<file path="src/rtl/prog_clock_divider.sv">
// prog_clock_divider: multi-channel programmable clock divider / tick generator.
// Each channel emits a one-cycle tick and a 50% duty divided clock.
//
// Ports:
//   clk        system clock
//   reset      asynchronous, active-high reset
//   en         global run enable; low freezes every channel
//   cfg_valid  divisor write request
//   cfg_ready  write accepted when cfg_valid & cfg_ready at posedge clk
//   cfg_ch     target channel of a write (CH_W bits)
//   cfg_div    new terminal count for the target channel (CNT_W bits)
//   tick       one-cycle pulse per channel at terminal count (NUM_CH bits)
//   clk_out    divided clock per channel (NUM_CH bits)
//   sync_clr   phase-align all channels (only with CLKDIV_SYNC_EN)
//
// Build option:
//   CLKDIV_SYNC_EN  when defined, adds sync_clr. A high sync_clr at posedge
//                   clears every counter, tick and clk_out and applies any
//                   pending divisor. When undefined, none of it exists.
//
// Tick period is div+1 cycles, clk_out period is 2*(div+1) cycles.
// New divisors are held in a shadow register and only take effect at a
// period boundary, so clk_out never produces a runt pulse.

module prog_clock_divider #(
    parameter  int CNT_W       = 28,
    parameter  int NUM_CH      = 2,
    parameter  int DEFAULT_DIV = 50000,
    localparam int CH_W        = (NUM_CH > 1) ? $clog2(NUM_CH) : 1
) (
    input  logic              clk,
    input  logic              reset,
    input  logic              en,
    input  logic              cfg_valid,
    output logic              cfg_ready,
    input  logic [CH_W-1:0]   cfg_ch,
    input  logic [CNT_W-1:0]  cfg_div,
    output logic [NUM_CH-1:0] tick,
    output logic [NUM_CH-1:0] clk_out
`ifdef CLKDIV_SYNC_EN
    ,
    input  logic              sync_clr
`endif
);

    localparam logic [CNT_W-1:0] DIV_RST = CNT_W'(DEFAULT_DIV);

    logic              sync_w;
    logic [NUM_CH-1:0] pending;
    logic [NUM_CH-1:0] wr_sel;

`ifdef CLKDIV_SYNC_EN
    assign sync_w = sync_clr;
`else
    assign sync_w = 1'b0;
`endif

    // Ready depends only on the addressed channel's pending flag.
    // Out-of-range channels select nothing: ready stays high and the
    // write is silently dropped.
    always_comb begin
        cfg_ready = 1'b1;
        wr_sel    = '0;
        for (int i = 0; i < NUM_CH; i++) begin
            if (int'(cfg_ch) == i) begin
                cfg_ready = ~pending[i];
                wr_sel[i] = cfg_valid;
            end
        end
    end

    for (genvar i = 0; i < NUM_CH; i++) begin : g_ch
        logic [CNT_W-1:0] cnt_q;
        logic [CNT_W-1:0] div_q;
        logic [CNT_W-1:0] shadow_q;
        logic             pend_q;
        logic             tick_q;
        logic             clk_q;
        logic             at_tc;
        logic             at_start;
        logic             accept;
        logic             apply;

        assign at_tc    = (cnt_q == div_q);
        assign at_start = (cnt_q == '0);
        assign accept   = wr_sel[i] & ~pend_q;

        // A running channel swaps divisors on its terminal count. A frozen
        // channel may only swap while sitting at the start of a period,
        // which keeps cnt <= div for the equality compare.
        assign apply = pend_q & (sync_w | (en ? at_tc : at_start));

        always_ff @(posedge clk or posedge reset) begin
            if (reset) begin
                cnt_q    <= '0;
                div_q    <= DIV_RST;
                shadow_q <= DIV_RST;
                pend_q   <= 1'b0;
                tick_q   <= 1'b0;
                clk_q    <= 1'b0;
            end else begin
                if (sync_w) begin
                    cnt_q  <= '0;
                    tick_q <= 1'b0;
                    clk_q  <= 1'b0;
                end else if (en && at_tc) begin
                    cnt_q  <= '0;
                    tick_q <= 1'b1;
                    clk_q  <= ~clk_q;
                end else if (en) begin
                    cnt_q  <= cnt_q + 1'b1;
                    tick_q <= 1'b0;
                end else begin
                    tick_q <= 1'b0;
                end

                // accept needs pend_q low and apply needs it high,
                // so the two never collide.
                if (apply) begin
                    div_q  <= shadow_q;
                    pend_q <= 1'b0;
                end
                if (accept) begin
                    shadow_q <= cfg_div;
                    pend_q   <= 1'b1;
                end
            end
        end

        assign pending[i] = pend_q;
        assign tick[i]    = tick_q;
        assign clk_out[i] = clk_q;
    end

endmodule

</file>
<file path="config.mk">
export PLATFORM = sky130hd
export DESIGN_NAME = prog_clock_divider
export DESIGN_NICKNAME = d
export VERILOG_FILES = /design/src/rtl/prog_clock_divider.sv
export SDC_FILE = /design/constraint.sdc
export NUM_CORES = 1
export LEC_CHECK = 0
export ABC_CLOCK_PERIOD_IN_PS = 5150
export CAP_MARGIN = 20
export CORE_UTILIZATION = 42
export CTS_CLUSTER_DIAMETER = 40
export DETAILED_ROUTE_END_ITERATION = 16
export PLACE_DENSITY = 0.67
export SLEW_MARGIN = 20
export SYNTH_ARGS = -nofsm -noshare
export SYNTH_HDL_FRONTEND = slang
export SYNTH_SLANG_ARGS = --single-unit
</file>
<file path="constraint.sdc">
create_clock -name clk -period 5.15 [get_ports clk]
set_clock_uncertainty 0.2 [all_clocks]
set_input_delay 0.515 -clock clk [delete_from_list [all_inputs] [get_ports clk]]
set_output_delay 0.515 -clock clk [all_outputs]
set_load 0.05 [all_outputs]
</file>
; ---- Word-level counts from Yosys, hierarchy flattened
; Index checks and enable logic that the tools add are counted.
[word_totals]
elab_cells = 47
ff_bits = 174
in_bits = 33
out_inout_bits = 5
[classes]
add_sub_neg = 2
muxes = 15
n_eq_ne = 2
n_bitwise = 8
reduce_logical = 8
[op_table]
columns = operator, count
row1 = $mux W28, 4
row2 = $add A28 B1 Y28 const B, 2
row3 = $eq A28 B28 Y1, 2
row4 = $logic_not A28 Y1, 2
row5 = $mux W1, 11
row6 = $reduce_bool A2 Y1, 4
row7 = $and A1 B1 Y1, 4
row8 = $not A1 Y1, 4
row9 = $logic_and A1 B1 Y1, 2

; ---- Longest topological paths before layout
[depth]
word_depth = 5
ltp_mapped = 8
mapped_depth_nobuf = 7

; ---- Worst setup path before layout
; No wires, ideal clock.
[synth_timing]
path_kind = flip-flop to flip-flop
from = register g_ch[0].div_q[15]
to = register g_ch[0].div_q[0]
synth_period_minus_slack_ps = 2136
setup_slack_ps = 3014
path_stages_with_launch = 8
required_ps = 4825
path_buffers = 1
setup_time_ps = 125
t_arrival_ps = 1811
path_cell_list = dfstp_2 -> xnor2_1 -> nand4_1 -> nor4_1 -> and4_2 -> o21ai_4 -> buf_6 -> mux2_4
[synth_between]
elab_chain_cells = 3
[synth_rtl]
columns = element, line
row1 = "start, declared", 74  ; logic [CNT_W-1:0] div_q;
row2 = "start signal, assigned", 120  ; div_q <= shadow_q;
row3 = $eq A28 B28 Y1, 84  ; assign at_tc = (cnt_q == div_q);
row4 = $mux W1, 91  ; assign apply = pend_q & (sync_w | (en ? at_tc : at_start));
row5 = $and A1 B1 Y1, 91
; Every way passes these cells.
; A chain may end at the register's enable or synchronous reset.

; ---- Worst setup path in the final report
[layout_timing]
from = input en
to = register g_ch[0].cnt_q[17]
[layout_between]
elab_chain_cells = 2
word_cells_on_any_way = 3
cone_classes = mux (1) / reduce/logical (2)
[layout_rtl]
columns = element, line
row1 = "start, declared", 33  ; input logic en,
row2 = $logic_and A1 B1 Y1, 106  ; end else if (en && at_tc) begin
row3 = $mux W28 or $reduce_bool A2 Y1 (tied branches), n/a
row4 = "end signal, assigned", 111  ; cnt_q <= cnt_q + 1'b1;
row5 = "end, declared", 73  ; logic [CNT_W-1:0] cnt_q;
; Several ways; a longest one is shown, not always the timed one.

==> metrics.txt <==
status=finished clean; final setup fails=0; Starting Density=0.433; Seq/Total Area, Yosys=0.536; Rel. slew slack=0.392; worst setup path class=primary input to register; fin. max-slew vios=0; clock period minus worst slack=2.94 ns; DR WL/cell=between 15 and 20 um; fin crit share=0.570; initial antenna violation count=0; Power Dens Cells=approximately 520 nW/um^2; First DRT Iteration DRCs=494; largest net degree at the start of global routing=175; total gr overflow=0; layout cells sized above 1=0.271; Fmax=approximately 0.34 GHz; total CTS buffers=17; Post-Layout Inst Area=9370 um^2; clk buf depth=2; Detail Route Antenna Nets=0; clock share of power=0.255; placed cell areas=just under 9000 um^2; # diodes=0; via count=between 5000 and 6000; IO Pins=38; Min Hold Slack=0.272 ns; Worst-Margin Slew=0.913 ns; DP HPWL=around 12 mm; chip height=142 um; Cells after Synth=650; Yosys cell types=40; Resized cells post-CTS=0; static leakage=approximately 4.2 nW; hold_buf cts=0; Seq pwr share=0.482; Worst Path Arrival=roughly 3.0 ns; Max Cap Viol=0; worst path required time=about 5.2 ns; Nets=slightly above 700; hold crit path type=register to register; Synth Cell Area=slightly above 8000 um^2; Worst Path Max Fanout=21; TritonCTS Sinks=174; row cnt=50; Syn Area/Cell=12.6 um^2; core area=18900 um^2; Net Sw Frac=0.307; Worst-path clk slew=approximately 0.060 ns; die area=around 20000 um^2; Int Pwr=around 0.0034 W; CTS tree=done; H-tree Lvls=4; area grow syn2layout=14.4%; root buffer cell=clkbuf_16; Seq cells post-synth=~170; DRC violations left=0; Worst VDD drop=between 200 and 300 uV; drt first pass iters=4; net count after synthesis=about 690; die width=~140 um; first-pass GRT wire length=between 20 and 30 mm; Setup Buffers After CTS=0; vias in the first global route=between 5000 and 6000; port bufs=37; switching power=0.00150 W; Total Wirelength=about 17 mm; Clock Latency Late Sink=around 0.42 ns; Worst Setup Start Kind=primary input; Fin. Hold Viols=0; setup TNS=0 ns; RSZ-0062 raised after global routing=no; Warnings, synthesis=0; logic gate share of total power=0.263; DR vias/cell=between 5 and 6; gpl congestion=between 0.9 and 1; gr usage total=0.183; fillcell total=between 1500 and 2000; nature of the critical path endpoint=register
[worst paths after layout]
path / slack, ns / from / to / cells after the start
max: 2.21 / en / g_ch[0].cnt_q[17] / 7
min: 0.27 / g_ch[0].clk_q / g_ch[0].clk_q / 1
max reg2reg: 2.50 / g_ch[1].cnt_q[4] / g_ch[1].cnt_q[1] / 6
min reg2reg: 0.27 / g_ch[0].clk_q / g_ch[0].clk_q / 1
max in group asynchronous: 3.57 / reset / g_ch[1].pend_q / 3
min in group asynchronous: 0.52 / reset / g_ch[1].cnt_q[23] / 3
[flip-flops by register name, indices dropped and copies added, names as in the netlist]
register	cells
g_ch.tick_q	2
g_ch.clk_q	2
g_ch.div_q	56
g_ch.shadow_q	56
g_ch.pend_q	2
g_ch.cnt_q	56
[worst max-delay path: stages]
cell	delay (ns)
clkdlybuf4s50_1	0.96
and4_1	0.42
nand4_1	0.24
nor2_1	0.48
nand3_1	0.16
xor2_1	0.17
nor2_1	0.05
[synth_stat cells (all sizes together)]
cell    instances  share of area
and2            4         0.0031
mux2i           1         0.0012
buf            22          0.020
xor2           76          0.081
o22ai           2         0.0015
nor3b           3         0.0028
o211ai          1        0.00092
nor4           29          0.024
nand4          25          0.019
clkbuf         12         0.0060
nor4b           2         0.0021
o21ai           4         0.0052
nor3            5         0.0031
inv             6         0.0028
nand3          18          0.011
nor2           63          0.029
dfstp          24          0.077
a21o            1        0.00092
mux2          112           0.17
nor2b           1        0.00076
xnor2          34          0.036
nand4b          1         0.0011
or2             3         0.0023
o31ai           1        0.00092
nand2          27          0.012
and4           11          0.012
dfrtp         150           0.46
or3b            1         0.0011
ha              4         0.0061
and3            7         0.0054
[kinds of logic after synthesis]
| group | Yosys count | share of synthesized area |
|---|---|---|
| flops | 174 | 0.536 |
| xor+xnor | 110 | 0.118 |
| compound gates | 9 | 0.00948 |
| mux | 113 | 0.174 |
| simple gates | 200 | 0.129 |
| buf+inv | 40 | 0.0284 |
| fa+ha+maj | 4 | 0.00612 |
[power groups by stage]
stage	Sequential (W)	Combinational, W	Clock, W
after floorplan	0.00219	0.00108	0
after global placement	0.00235	0.00121	0
after detailed placement	0.00237	0.00125	0
after CTS	0.00235	0.00127	0.00126
after global routing	0.00241	0.00139	0.00132
final	0.00235	0.00128	0.00124
[cell usage in the layout, fill, tap and decap left out, types with 2 or more instances in the layout]
cell               n
ha_1               4
inv_6              5
buf_16             2
xor2_1            76
clkinv_4           4
clkbuf_16         17
buf_4              3
or2_2              2
clkinv_2           2
nand2_1           27
mux2_4            40
nor4_1            26
o21ai_4            2
clkdlybuf4s50_1   37
and4_2             2
nor2_1            62
dfrtp_1          150
nor3_1             5
and2_1             4
nand3_1           18
nand4_1           25
nor3b_1            2
nor4_2             2
inv_1              5
o21ai_0            2
xnor2_1           34
and3_1             7
o22ai_1            2
mux2_2            72
nor4b_1            2
clkinvlp_4         3
dfstp_2           24
and4_1             9
[layout make-up]
class,count,area [um^2],area share
flip-flops and latches,174,4380,0.468
well taps,260,325,0.0347
repair buffers,43,468,0.0500
clock inverters,14,134,0.0143
inverters,6,26.3,0.00281
multi-input cells,436,3590,0.383
clock buffers,18,439,0.0469
[stage by stage]
stage	setup WS [ns]	util	total power (W)	instances
2_1_floorplan	2.23	-	0.00326	650
3_3_place_gp	1.80	0.462	0.00356	917
3_5_place_dp	1.68	0.462	0.00363	917
4_1_cts	2.11	0.492	0.00488	949
5_1_grt	2.04	0.496	0.00513	951
6_report	2.21	0.496	0.00487	951
[metal layers]
metal / share of wire / up-vias / GRT usage / wire length, um
met1: 0.48 / 2621 / 0.261 / 8160
li1: - / 2317 / - / -
met5: 0 / - / 0 / 0
met2: 0.47 / 99 / 0.280 / 7980
met3: 0.037 / 25 / 0.0321 / 630
met4: 0.020 / 0 / 0.0690 / 344
No activity file was read; power rests on OpenSTA's default activity.
